`src/rtl/cic_pkg.sv`:
```
// cic_pkg
// Shared constants and sizing helpers for the sinc^3 decimation chain.
// Downstream filter stages import this package so that they size their
// datapaths from the same decimation ratio as the CIC front end.
//   CIC_ORDER      : number of integrator/comb pairs (3).
//   cic_acc_w()    : accumulator width for a given log2 decimation ratio.
//   cic_out_shift(): right shift that maps full scale onto an OUT_W word.
package cic_pkg;

  localparam int CIC_ORDER = 3;

  // Full-scale gain is R^ORDER = 2^(ORDER*log2R); one extra bit keeps the
  // two's-complement comb differences unambiguous.
  function automatic int cic_acc_w(input int decim_log2);
    return (CIC_ORDER * decim_log2) + 32'sd1;
  endfunction

  // Drop the low bits so that the top OUT_W+1 bits of the accumulator remain.
  function automatic int cic_out_shift(input int decim_log2, input int out_w);
    return cic_acc_w(decim_log2) - 32'sd1 - out_w;
  endfunction

endpackage

```
`src/rtl/cic_comb_stage.sv`:
```
// cic_comb_stage
// One comb (differentiator) section: y = x - x_prev, where x_prev is the
// input captured at the previous enabled edge.
// Ports:
//   clk   : clock, rising edge
//   rstN  : asynchronous active-low reset (clears the delay register)
//   en_i  : capture x_i into the delay register on this edge
//   x_i   : stage input (W bits, two's complement, wrapping)
//   y_o   : combinational difference x_i - x_prev
module cic_comb_stage
  import cic_pkg::*;
#(
  parameter int W = 19
) (
  input  logic         clk,
  input  logic         rstN,
  input  logic         en_i,
  input  logic [W-1:0] x_i,
  output logic [W-1:0] y_o
);

  logic [W-1:0] prev_q;
  logic [W-1:0] prev_d;

  // Next value of the delay register: follows the input only when enabled.
  always_comb begin
    prev_d = prev_q;
    if (en_i) begin
      prev_d = x_i;
    end else begin
      prev_d = prev_q;
    end
  end

  // Delay register.
  always_ff @(posedge clk or negedge rstN) begin
    if (!rstN) begin
      prev_q <= '0;
    end else begin
      prev_q <= prev_d;
    end
  end

  // Modular subtraction; wrap is the intended CIC arithmetic.
  assign y_o = x_i - prev_q;

endmodule

```
`src/rtl/cic_decimator.sv`:
```
// cic_decimator
// Third-order CIC (sinc^3) decimator for a 1-bit delta-sigma stream,
// decimation ratio R = 2^DECIM_LOG2, differential delay 1, with a
// valid/ready output register and a sticky overrun flag.
// Optional build macro: CIC_SAT_EN -- when defined, a scaled result that
// does not fit OUT_W bits saturates to all-ones; otherwise it truncates.
// Ports:
//   clk        : modulator-rate clock, rising edge
//   rstN       : asynchronous active-low reset
//   dsIn       : bitstream input, 1 = +1, 0 = 0
//   dataOut    : decimated unsigned sample (OUT_W bits)
//   outValid   : dataOut holds an unconsumed sample
//   outReady   : consumer accepts dataOut when outValid && outReady
//   overrun    : sticky, a sample was overwritten before acceptance
//   clrOverrun : synchronous clear of overrun (a coincident set wins)
module cic_decimator
  import cic_pkg::*;
#(
  parameter int DECIM_LOG2 = 6,
  parameter int OUT_W      = 16
) (
  input  logic             clk,
  input  logic             rstN,
  input  logic             dsIn,
  output logic [OUT_W-1:0] dataOut,
  output logic             outValid,
  input  logic             outReady,
  output logic             overrun,
  input  logic             clrOverrun
);

  localparam int ACC_W = cic_acc_w(DECIM_LOG2);
  localparam int SHIFT = cic_out_shift(DECIM_LOG2, OUT_W);

  logic [ACC_W-1:0]      int1_q, int2_q, int3_q;
  logic [ACC_W-1:0]      int1_d, int2_d, int3_d;
  logic [DECIM_LOG2-1:0] cnt_q, cnt_d;
  logic [1:0]            warm_q, warm_d;
  logic [OUT_W-1:0]      data_q, data_d;
  logic                  valid_q, valid_d;
  logic                  ovr_q, ovr_d;

  logic                  strobe_s;
  logic                  set_ovr_s;
  logic [ACC_W-1:0]      comb1_s, comb2_s, comb3_s;
  logic [OUT_W:0]        shifted_s;
  logic [OUT_W-1:0]      sample_s;
  logic                  unused_s;

  assign strobe_s = (cnt_q == {DECIM_LOG2{1'b1}});

  // Integrator cascade and decimation counter; each integrator sees the
  // already-updated value of the one before it, so int3_d includes this
  // cycle's input bit.
  always_comb begin
    int1_d = int1_q + {{(ACC_W-1){1'b0}}, dsIn};
    int2_d = int2_q + int1_d;
    int3_d = int3_q + int2_d;
    cnt_d  = cnt_q + {{(DECIM_LOG2-1){1'b0}}, 1'b1};
  end

  cic_comb_stage #(.W(ACC_W)) u_comb0 (
    .clk  (clk),
    .rstN (rstN),
    .en_i (strobe_s),
    .x_i  (int3_d),
    .y_o  (comb1_s)
  );

  cic_comb_stage #(.W(ACC_W)) u_comb1 (
    .clk  (clk),
    .rstN (rstN),
    .en_i (strobe_s),
    .x_i  (comb1_s),
    .y_o  (comb2_s)
  );

  cic_comb_stage #(.W(ACC_W)) u_comb2 (
    .clk  (clk),
    .rstN (rstN),
    .en_i (strobe_s),
    .x_i  (comb2_s),
    .y_o  (comb3_s)
  );

  // Keep OUT_W+1 bits so that full scale (2^(ACC_W-1)) is still visible
  // as the bit just above the output word.
  assign shifted_s = comb3_s[ACC_W-1:SHIFT];

`ifdef CIC_SAT_EN
  assign sample_s = shifted_s[OUT_W] ? {OUT_W{1'b1}} : shifted_s[OUT_W-1:0];
`else
  assign sample_s = shifted_s[OUT_W-1:0];
`endif

  // Low-order comb bits are discarded by the scaling.
  assign unused_s = ^{comb3_s, shifted_s};

  // Warm-up, output register and handshake.
  always_comb begin
    data_d    = data_q;
    valid_d   = valid_q;
    warm_d    = warm_q;
    set_ovr_s = 1'b0;
    if (strobe_s) begin
      if (warm_q != 2'd2) begin
        // Comb state primes during the first strobes; nothing is presented.
        warm_d = warm_q + 2'd1;
      end else begin
        data_d    = sample_s;
        valid_d   = 1'b1;
        set_ovr_s = valid_q && !outReady;
      end
    end else if (valid_q && outReady) begin
      valid_d = 1'b0;
    end else begin
      valid_d = valid_q;
    end

    ovr_d = ovr_q;
    if (set_ovr_s) begin
      ovr_d = 1'b1;
    end else if (clrOverrun) begin
      ovr_d = 1'b0;
    end else begin
      ovr_d = ovr_q;
    end
  end

  // State registers.
  always_ff @(posedge clk or negedge rstN) begin
    if (!rstN) begin
      int1_q  <= '0;
      int2_q  <= '0;
      int3_q  <= '0;
      cnt_q   <= '0;
      warm_q  <= 2'd0;
      data_q  <= '0;
      valid_q <= 1'b0;
      ovr_q   <= 1'b0;
    end else begin
      int1_q  <= int1_d;
      int2_q  <= int2_d;
      int3_q  <= int3_d;
      cnt_q   <= cnt_d;
      warm_q  <= warm_d;
      data_q  <= data_d;
      valid_q <= valid_d;
      ovr_q   <= ovr_d;
    end
  end

  assign dataOut  = data_q;
  assign outValid = valid_q;
  assign overrun  = ovr_q;

endmodule
```
`config.mk`:
```
export PLATFORM = sky130hd
export DESIGN_NAME = cic_decimator
export DESIGN_NICKNAME = d
export VERILOG_FILES = /design/src/rtl/cic_pkg.sv /design/src/rtl/cic_comb_stage.sv /design/src/rtl/cic_decimator.sv
export SDC_FILE = /design/constraint.sdc
export NUM_CORES = 1
export LEC_CHECK = 0
export ABC_AREA = 1
export BUFFER_PORTS_ARGS = -buffer_cell sky130_fd_sc_hd__buf_4
export CAP_MARGIN = 5
export CORE_MARGIN = 2
export CORE_UTILIZATION = 65
export DETAILED_ROUTE_END_ITERATION = 7
export PLACE_DENSITY = 0.82
export REMOVE_ABC_BUFFERS = 1
export SYNTH_ARGS = -nofsm -noshare
export SYNTH_HDL_FRONTEND = slang
export SYNTH_SLANG_ARGS = --single-unit
```
`constraint.sdc`:
```
create_clock -name clk -period 10.9 [get_ports clk]
set_clock_uncertainty 0.15 [all_clocks]
set_input_delay 1.09 -clock clk [delete_from_list [all_inputs] [get_ports clk]]
set_output_delay 1.09 -clock clk [all_outputs]
set_load 0.01 [all_outputs]
```
# Yosys cells after proc, flatten, opt, wreduce, memory -nomap -nowiden
# Cells that the tools add are included.
# Widths: inputs -> output; s select.
dict set report op_classes {
  addsub 8
  n_eq_ne 3
  mux 7
  bitwise 1
  n_reduce_logical 8
}
# cell n
set ops {}
lappend ops {{$sub 18x18->18} 3}
lappend ops {{$add 19x19->19} 2}
lappend ops {{$add 19x1->19} 1}
lappend ops {{$mux 1} 7}
lappend ops {{$add 6x1->6 const B} 1}
lappend ops {{$eq 6x6->1 const B} 1}
lappend ops {{$reduce_and 2->1} 3}
lappend ops {{$ne 2x2->1 const B} 2}
lappend ops {{$reduce_bool 2->1} 2}
lappend ops {{$add 2x1->2 const B} 1}
lappend ops {{$logic_and 1x1->1} 2}
lappend ops {{$logic_not 1->1} 1}
lappend ops {{$not 1->1} 1}
dict set report totals {
  reg_bits 137
  output_inout_bits 18
  elab_cells 38
}

# Longest topological paths before layout
# Gate-level depths: netlist (run 1).
dict set report depth {
  depth_word 6
  mapped_depth 52
  depth_no_buf 52
}

# Cells and area by module
# From an unflattened synthesis (run 1), not the netlist that was laid out.
dict set report unflattened {
  hier_cells 1344
  area_unflattened_um2 10030.9
}
# module instances cells_per_inst area_per_inst_um2 seq_area_each_um2
set modules_own_cells {}
lappend modules_own_cells {cic_decimator 1 531 4717.0 2077.0}
lappend modules_own_cells {{cic_comb_stage at u_comb1 ...} 2 271 1771.7 475.5}
lappend modules_own_cells {{cic_comb_stage at u_comb0} 1 271 1770.4 475.5}

# Worst setup path after synthesis (run 1)
# Ideal clock, no wire load.
dict set report synth_path {
  path_type {input port to flip-flop}
  start {in dsIn}
  end {reg data_q[15] (netlist: dataOut[15])}
  setup_ns 0.065
  arrival_ns 7.256
  t_required_ns 10.685
  path_slack_ns 3.430
  cell_stages 45
  path_buffers 0
  path_cell_list {ha_1 ha_1 nand2_1 inv_1 nor2_1 ha_1 a31oi_1 inv_1 a21oi_1 nor2_1 nor2_1 xor2_1 inv_1 ha_1 inv_1 nor3_1 nand4_1 o211ai_1 [... 9 more ...] xor2_1 inv_1 ha_1 nand2_1 o21ai_0 nand2_1 and2_1 ha_1 inv_1 nor3_1 and2_1 nand4_1 nand3_1 xor2_1 inv_1 nand3_1 nand3_1 nand2_1}
}
dict set report synth_via {
  elab_chain_cells 6
}
# element line
set synth_lines {}
lappend synth_lines {{start, declared} cic_decimator.sv:24} ;# input logic dsIn,
lappend synth_lines {{$add 19x1->19} cic_decimator.sv:56} ;# int1_d = int1_q + {{(ACC_W-1){1'b0}}, dsIn};
lappend synth_lines {{net int1_d[2]} cic_decimator.sv:36} ;# logic [ACC_W-1:0] int1_d, int2_d, int3_d;
lappend synth_lines {{$add 19x19->19} cic_decimator.sv:57} ;# int2_d = int2_q + int1_d;
lappend synth_lines {{net int2_d[6]} cic_decimator.sv:36}
lappend synth_lines {{$add 19x19->19} cic_decimator.sv:58} ;# int3_d = int3_q + int2_d;
lappend synth_lines {{net int3_d[11]} cic_decimator.sv:36}
lappend synth_lines {{$sub 18x18->18} cic_comb_stage.sv:45} ;# assign y_o = x_i - prev_q;
lappend synth_lines {{net comb1_s[15]} cic_decimator.sv:45} ;# logic [ACC_W-1:0] comb1_s, comb2_s, comb3_s;
lappend synth_lines {{$sub 18x18->18} cic_comb_stage.sv:45}
lappend synth_lines {{net comb2_s[16]} cic_decimator.sv:45}
lappend synth_lines {{$sub 18x18->18} cic_comb_stage.sv:45}
lappend synth_lines {{end signal, assigned} cic_decimator.sv:147} ;# data_q <= data_d;
lappend synth_lines {{end, declared} cic_decimator.sv:39} ;# logic [OUT_W-1:0] data_q, data_d;
# The timed path passes the listed nets, and every way through them passes these cells.
# A chain may end at the register's enable or synchronous reset.

# Worst setup path in the final report (run 1)
# Ends and elaborated chain as after synthesis.

==> impl_metrics.env, run 1 <==
export IMPL_status="complete, no violations"
export IMPL_cp_slowest_cell="ha_1"
export IMPL_cts_sinks=134
export IMPL_cts_max_level=4
export IMPL_via_per_inst=5.37
export IMPL_hold_path_class="register to register"
export IMPL_seq_area_frac_synth_pct=37.6
export IMPL_insertion_delay_ns=0.43
export IMPL_final_common_cell="nand2_1"
export IMPL_nFillCells=1022
export IMPL_drtIter0Drc=325
export IMPL_grt_usage_pct=26.2
export IMPL_totalNegativeSetupSlack_ns=0
export IMPL_finalHoldViolCount=0
export IMPL_cp_data_required_time_ns=11.12
export IMPL_slew_headroom_pct=33.9
export IMPL_synth_seq_cells=134
export IMPL_worstPathArrival_ns=8.51
export IMPL_antenna_diode_count=0
export IMPL_cpPeakStageDelay_ns=0.34
export IMPL_cap_violations=0
export IMPL_antenna_found_initial=0
export IMPL_port_buffers=22
export IMPL_path_buf_inv=8
export IMPL_cts_buffers=17
export IMPL_detail_route_wl_per_cell_um=13.5
export IMPL_drive_gt1_share_pct=8.37
export IMPL_grt_pass1_wl_mm=30.8
export IMPL_synth_edf_count=0
export IMPL_detail_route_antenna_nets=0
export IMPL_root_buffer="clkbuf_16"
export IMPL_core_mm2=0.0133
export IMPL_critPathMaxFanout=4
export IMPL_critPathTopFamily="simple AND/OR/NAND/NOR gates"
export IMPL_startpoint="dsIn"
export IMPL_hold_buffers=0
export IMPL_finalCriticalPeriod_ns=8.30
export IMPL_timing_critical_path_mode_cell="nand2_1"
export IMPL_die_width_um=121
export IMPL_num_rows=42
export IMPL_grt_overflow=0
export IMPL_yosys_most_used_dff="dfrtp_1"
export IMPL_setup_viol_count_final=0
export IMPL_final_nets=1225
export IMPL_crit_type="primary input to register"
export IMPL_period_share_pct=76.1
export IMPL_cp_endpoint="dataOut[15]$_DFFE_PN0P_"
export IMPL_cts_tree="yes"
export IMPL_dieArea_mm2=0.0147
export IMPL_synth_cell_area_mm2=0.00893
export IMPL_floorplan_initialDensity_pct=66.9
export IMPL_rsz0062_at_grt="false"
export IMPL_synth_warning_count=0
export IMPL_worst_path_stages=49
export IMPL_drcViolationCount=0
export IMPL_clkSlewWorstSetupHoldPaths_ns=0.06
export IMPL_firstDrtPassIters=5
export IMPL_end_kind="register"
export IMPL_dieHeight_um=121
export IMPL_cts_setup_buffers=0
export IMPL_startpoint_type="primary input"
export IMPL_cts_resized=0
export IMPL_r2r_start="int1_q[0]$_DFF_PN0_"
export IMPL_grt_pass1_vias=7078
export IMPL_final_cell_mix="nand2_1, inv_1, dfrtp_1"
export IMPL_async_reset_ff_share_pct=100
export IMPL_hpwlAfterDp_mm=12.7
export IMPL_reg2reg_depth=48
export IMPL_syn_to_final_growth_pct=10.8
export IMPL_seq_area_mm2=0.00335
export IMPL_worstMarginPinSlew_ns=0.991
export IMPL_grt_max_degree=80
export IMPL_gp_routability_congestion=0.896
export IMPL_syn_avg_cell_area_um2=8.17
export IMPL_multiInputGateArea_mm2=0.00489
export IMPL_vias=7037
export IMPL_yosysUniqueCellTypes=45
export IMPL_clock_fmax_mhz=121
export IMPL_cts_buffer_depth=2
export IMPL_rr_endpoint="dataOut[15]$_DFFE_PN0P_"
export IMPL_wirelength_mm=17.7
export IMPL_netlist_instances=1093
export IMPL_num_io_pins=23
export IMPL_drv_slew=0
export IMPL_rrSetupSlack_ns=3.00
flip-flops by register name (all words and copies together) (netlist names), 6 cells and up:
register / cells
int3_q: 18
int1_q: 18
u_comb2.prev_q: 18
int2_q: 18
cnt_q: 6
u_comb1.prev_q: 18
u_comb0.prev_q: 18
dataOut: 16
final cells by class:
| class | instances | share of cell area, % |
|---|---|---|
| multi-input cells | 776 | 49.4 |
| flip-flops and latches | 134 | 33.9 |
| inverters | 168 | 6.37 |
| clock buffers | 21 | 4.65 |
| well taps | 176 | 2.23 |
| repair buffers | 25 | 1.93 |
| clock inverters | 11 | 1.52 |
worst min path at each step:
stage,start,endpoint,depth (start not counted)
6_report,cnt_q[5]$_DFF_PN0_,cnt_q[5]$_DFF_PN0_,1
5_1_grt,cnt_q[5]$_DFF_PN0_,cnt_q[5]$_DFF_PN0_,1
4_1_cts,cnt_q[5]$_DFF_PN0_,cnt_q[5]$_DFF_PN0_,1
3_5_place_dp,cnt_q[0]$_DFF_PN0_,cnt_q[0]$_DFF_PN0_,1
3_3_place_gp,cnt_q[0]$_DFF_PN0_,cnt_q[0]$_DFF_PN0_,1
2_1_floorplan,cnt_q[0]$_DFF_PN0_,cnt_q[0]$_DFF_PN0_,1
kinds of logic (layout without fill, tap and decap cells):
group	Yosys count	in the layout	share of synthesized area (%)
flip-flops	134	134	37.6
adder cells (fa/ha/maj)	98	98	14.1
buffers and inverters	183	225	7.78
AND/OR/NAND/NOR	375	375	18.6
AO/OA/AOI/OAI	221	221	14.0
XOR/XNOR	82	82	8.04
synthesized netlist by cell type, types with 6 or more instances:
cell,number,area [um^2]
a21o_1,6,45.0
a21oi_1,82,410
a31oi_1,13,81.3
clkbuf_1,13,48.8
dfrtp_1,134,3350
ha_1,94,1180
inv_1,165,619
nand2_1,228,856
nand2_2,13,81.3
nand3_1,39,195
nand3_2,9,90.1
nand4_1,7,43.8
nor2_1,49,184
nor3_1,9,45.0
o211ai_1,6,45.0
o21ai_0,82,410
o21ai_1,9,45.0
o31ai_1,9,67.6
xnor2_1,29,254
xor2_1,53,464
routing by layer:
| layer | GRT usage [%] | routed length [um] | vias up | share of wire [%] |
|---|---|---|---|---|
| li1 | - | - | 3640 | - |
| met1 | 31.9 | 7910 | 3237 | 45 |
| met2 | 45.6 | 8740 | 115 | 49 |
| met3 | 4.61 | 511 | 45 | 2.9 |
| met4 | 11.4 | 526 | 0 | 3.0 |
| met5 | 0 | 0 | - | 0 |
through the flow:
step	util [%]	worst slack, ns	hold slack, ns	instances	instance area, um^2
after detailed placement	69.6	2.38	0.303	1279	9290
after global placement	69.6	2.46	0.293	1279	9290
after CTS	74.1	2.68	0.324	1311	9900
after floorplan	-	3.42	0.271	1078	8870
final	74.1	2.60	0.320	1311	9900
after global routing	74.1	1.75	0.342	1311	9900
Power of run 1 is not shown: default switching activity piles up to over one toggle a cycle in this logic, so the estimate is an artifact.
==> run 2, diff against run 1 <==
Settings changed: CORE_UTILIZATION 65 to 64, PLACE_DENSITY 0.82 to 0.81.
Clock period 10.9 ns to 8.6 ns, I/O delays scaled along.
==> run 2 against run 1 <==
Non-clock buffer count grew 4. Final cell count increased by 0.61%. Global-route usage is 0.064 points higher. Hold slack worse by 0.020 ns. Core utilization decreased by 1.7 points. Sequential share of layout area down 0.30 points. Register-to-register slack got worse by 2.3 ns. First-iteration DRC count down 9.8%. Die area up 1.5%. Critical path depth is 4 lower. Critical endpoint unchanged. Largest cell class unchanged.
==> impl_metrics.env, run 2 (synthesized netlist as in run 1, its figures left out) <==
export IMPL_finalCriticalPeriod_ns=8.03
export IMPL_status="complete, no violations"
export IMPL_clock_fmax_mhz=125
export IMPL_dieHeight_um=122
export IMPL_cts_buffer_depth=2
export IMPL_cp_slowest_cell="ha_1"
export IMPL_antenna_diode_count=0
export IMPL_floorplan_initialDensity_pct=64.8
export IMPL_setup_viol_count_final=0
export IMPL_timing_critical_path_mode_cell="inv_1"
export IMPL_drv_slew=0
export IMPL_via_per_inst=5.35
export IMPL_wirelength_mm=17.9
export IMPL_grt_pass1_vias=7231
export IMPL_worstMarginPinSlew_ns=0.740
export IMPL_finalHoldViolCount=0
export IMPL_worstPathArrival_ns=8.24
export IMPL_insertion_delay_ns=0.43
export IMPL_grt_usage_pct=26.3
export IMPL_drtIter0Drc=293
export IMPL_port_buffers=22
export IMPL_cp_data_required_time_ns=8.81
export IMPL_reg2reg_depth=44
export IMPL_grt_overflow=0
export IMPL_final_cell_mix="nand2_1, inv_1, dfrtp_1"
export IMPL_grt_pass1_wl_mm=31.1
export IMPL_cts_tree="yes"
export IMPL_die_width_um=122
export IMPL_worst_slack_ns=0.572
export IMPL_cts_max_level=4
export IMPL_period_share_pct=93.3
export IMPL_vias=7053
export IMPL_startpoint_type="primary input"
export IMPL_cap_violations=0
export IMPL_final_common_cell="nand2_1"
export IMPL_end_kind="register"
export IMPL_syn_to_final_growth_pct=11.8
export IMPL_detail_route_antenna_nets=0
export IMPL_gp_routability_congestion=0.909
export IMPL_final_util_pct=72.5
export IMPL_hold_path_class="register to register"
export IMPL_dieArea_mm2=0.0149
export IMPL_num_io_pins=23
export IMPL_final_nets=1229
export IMPL_hold_path_depth=1
export IMPL_hpwlAfterDp_mm=12.9
export IMPL_pre_cts_ws_ns=0.252
export IMPL_detail_route_wl_per_cell_um=13.6
export IMPL_cpPeakStageDelay_ns=0.36
export IMPL_antenna_found_initial=0
export IMPL_num_rows=43
export IMPL_core_mm2=0.0138
export IMPL_firstDrtPassIters=4
export IMPL_critPathMaxFanout=4
export IMPL_cts_buffers=17
export IMPL_drive_gt1_share_pct=9.04
export IMPL_slew_headroom_pct=50.6
export IMPL_cts_sinks=134
export IMPL_clkSlewWorstSetupHoldPaths_ns=0.06
export IMPL_grt_max_degree=82
export IMPL_fin_hold_ws_ns=0.301
export IMPL_root_buffer="clkbuf_16"
export IMPL_crit_type="primary input to register"
export IMPL_totalNegativeSetupSlack_ns=0
export IMPL_hold_buffers=0
export IMPL_drcViolationCount=0
[run 2: cell count changes in the layout (fill, tap and decap cells not counted), moves of 2 or more]
cell,change
clkbuf_8,+3
clkinv_2,+2
clkinvlp_4,-4
buf_4,+4
o21ai_0,-2
clkinv_4,-2
[run 2: final timing paths]
path                                           from                             to  slack, ns
worst max register to register  int1_q[0]$_DFF_PN0_        dataOut[15]$_DFFE_PN0P_       0.75
worst min register to register   cnt_q[0]$_DFF_PN0_             cnt_q[0]$_DFF_PN0_       0.30
worst max-delay path                           dsIn        dataOut[15]$_DFFE_PN0P_       0.57
worst min-delay path             cnt_q[0]$_DFF_PN0_             cnt_q[0]$_DFF_PN0_       0.30
min in group asynchronous                      rstN  u_comb2.prev_q[2]$_DFFE_PN0P_       0.33
max in group asynchronous                      rstN           int2_q[11]$_DFF_PN0_       6.79
[run 2: metal layers]
metal / share of wire (%) / global-route usage, % / up-vias
met5: 0 / 0 / -
met4: 2.7 / 11.2 / 0
met2: 50 / 46.7 / 110
met1: 44 / 31.0 / 3247
li1: - / - / 3658
met3: 3.0 / 5.01 / 38
[run 2: worst max-delay path: cells and delay by family]
family	cells	cell delay [ns]
buf+inv	8	0.63
simple gates	19	2.35
compound gates	7	1.59
fa+ha+maj	6	1.85
xor+xnor	5	0.93
[run 2: layout make-up]
type | count | area [um^2]
Multi-Input combinational cell | 776 | 4910
Fill cell | 1077 | 3790
Sequential cell | 134 | 3350
Inverter | 168 | 631
Clock buffer | 24 | 502
Tap cell | 180 | 225
Timing Repair Buffer | 29 | 221
Clock inverter | 8 | 143
[run 2: metrics by stage]
step                instances  instance area [um^2]
floorplan                1078                  8870
finish                   1319                  9980
global route             1319                  9980
CTS                      1315                  9930
global placement         1283                  9290
detailed placement       1283                  9290
[run 2: repair_timing]
item	CTS	global route
buffers inserted	0	4
setup endpoints to repair	0	1
resized for setup	0	6
Power of run 2 is left out for the same reason.
==> run 3, diff against run 2 <==
Settings changed: CORE_ASPECT_RATIO from default to 1.75.
==> run 3 against run 2 <==
Sequential cell count unchanged. Via count up 2.6%. First-iteration DRC count up 4.1%. Core utilization down 0.64 points. Non-clock buffer count unchanged. Wire length up 9.5%. Setup slack better by 0.042 ns. Fmax up 0.52%. Register-to-register slack better by 0.04 ns.
==> impl_metrics.env, run 3 (synthesized netlist as in run 1, its figures left out) <==
export IMPL_status="complete, no violations"
export IMPL_grt_pass1_vias=7698
export IMPL_worstPathArrival_ns=8.20
export IMPL_grt_overflow=0
export IMPL_firstDrtPassIters=4
export IMPL_vias=7233
export IMPL_setup_viol_count_final=0
export IMPL_num_io_pins=23
export IMPL_totalNegativeSetupSlack_ns=0
export IMPL_num_rows=57
export IMPL_drtIter0Drc=305
export IMPL_worstMarginPinSlew_ns=1.03
export IMPL_nFillCells=1059
export IMPL_cts_buffers=17
export IMPL_cap_violations=0
export IMPL_final_cell_mix="nand2_1, inv_1, dfrtp_1"
export IMPL_hold_buffers=0
export IMPL_antenna_diode_count=0
export IMPL_syn_to_final_growth_pct=10.7
export IMPL_antenna_found_initial=0
export IMPL_final_nets=1229
export IMPL_cp_slowest_cell="ha_1"
export IMPL_grt_pass1_wl_mm=33.2
export IMPL_detail_route_wl_per_cell_um=14.9
export IMPL_period_share_pct=92.9
export IMPL_rsz0062_at_grt="false"
export IMPL_drive_gt1_share_pct=9.31
export IMPL_final_common_cell="nand2_1"
export IMPL_cts_buffer_depth=2
export IMPL_core_mm2=0.0138
export IMPL_cp_data_required_time_ns=8.81
export IMPL_critPathTopFamily="simple AND/OR/NAND/NOR gates"
export IMPL_hold_path_class="primary input to async pin"
export IMPL_path_buf_inv=8
export IMPL_floorplan_initialDensity_pct=64.9
export IMPL_cts_tree="yes"
export IMPL_critPathMaxFanout=4
export IMPL_gp_routability_congestion=0.883
export IMPL_via_per_inst=5.50
export IMPL_detail_route_antenna_nets=0
export IMPL_end_kind="register"
export IMPL_root_buffer="clkbuf_16"
export IMPL_finalCriticalPeriod_ns=7.99
export IMPL_grt_max_degree=78
export IMPL_finalHoldViolCount=0
export IMPL_dieArea_mm2=0.0150
export IMPL_die_width_um=93.3
export IMPL_hpwlAfterDp_mm=14.1
export IMPL_grt_usage_pct=27.8
export IMPL_cts_sinks=134
export IMPL_dieHeight_um=160
export IMPL_cts_max_level=4
export IMPL_slew_headroom_pct=31.3
export IMPL_drcViolationCount=0
export IMPL_wirelength_mm=19.6
export IMPL_cpPeakStageDelay_ns=0.37
export IMPL_startpoint_type="primary input"
export IMPL_clkSlewWorstSetupHoldPaths_ns=0.06
export IMPL_drv_slew=0
export IMPL_clock_fmax_mhz=125
export IMPL_port_buffers=22
export IMPL_crit_type="primary input to register"
export IMPL_insertion_delay_ns=0.42
## run 3: what timing repair did
| action | in CTS | in global routing |
|---|---|---|
| hold endpoints to repair | 0 | 0 |
| setup endpoints to repair | 0 | 1 |
| resized for setup | 0 | 8 |
| buffers inserted | 0 | 3 |
## run 3: worst reg2reg max path: cells and delay by family, from the launching register on
kind	cells	cell delay [ns]
fa+ha+maj	6	1.87
compound gates	6	1.26
buf+inv	7	0.50
flops	1	0.38
xor+xnor	5	0.97
simple gates	21	2.62
## run 3: through the flow
stage,worst slack (ns),util [%],cells,hold WS (ns),area (um^2)
2_1_floorplan,1.35,-,1078,0.271,8870
3_3_place_gp,0.259,67.5,1281,0.294,9290
3_5_place_dp,0.145,67.5,1281,0.308,9290
4_1_cts,0.462,71.5,1313,0.269,9840
5_1_grt,0.0142,71.8,1316,0.296,9890
6_report,0.614,71.8,1316,0.247,9890
## run 3: area by class of cell
cell class | instances | area [um^2] | area share (%)
well taps | 177 | 221 | 2.24
multi-input cells | 776 | 4920 | 49.7
clock inverters | 14 | 105 | 1.06
flip-flops and latches | 134 | 3350 | 33.9
repair buffers | 29 | 221 | 2.24
inverters | 168 | 631 | 6.38
clock buffers | 18 | 439 | 4.44
## run 3: layer usage
layer / part of all wire [%] / up-vias / GRT usage [%]
met5: 0 / - / 0
met4: 5.1 / 0 / 16.4
met3: 1.9 / 70 / 3.16
met2: 55 / 123 / 52.9
met1: 38 / 3394 / 27.8
li1: - / 3646 / -
## run 3: worst paths after layout
path                       cells after the start                 endpoint  slack [ns]                start
hold reg to reg                                1       cnt_q[5]$_DFF_PN0_        0.32   cnt_q[5]$_DFF_PN0_
hold / removal                                 1      int1_q[2]$_DFF_PN0_        0.25                 rstN
max in group asynchronous                      2   dataOut[3]$_DFFE_PN0P_        6.60                 rstN
setup reg to reg                              45  dataOut[15]$_DFFE_PN0P_        0.79  int1_q[0]$_DFF_PN0_
setup / recovery                              46  dataOut[15]$_DFFE_PN0P_        0.61                 dsIn
min in group clk                               1       cnt_q[5]$_DFF_PN0_        0.32   cnt_q[5]$_DFF_PN0_
Power of run 3 is left out for the same reason.
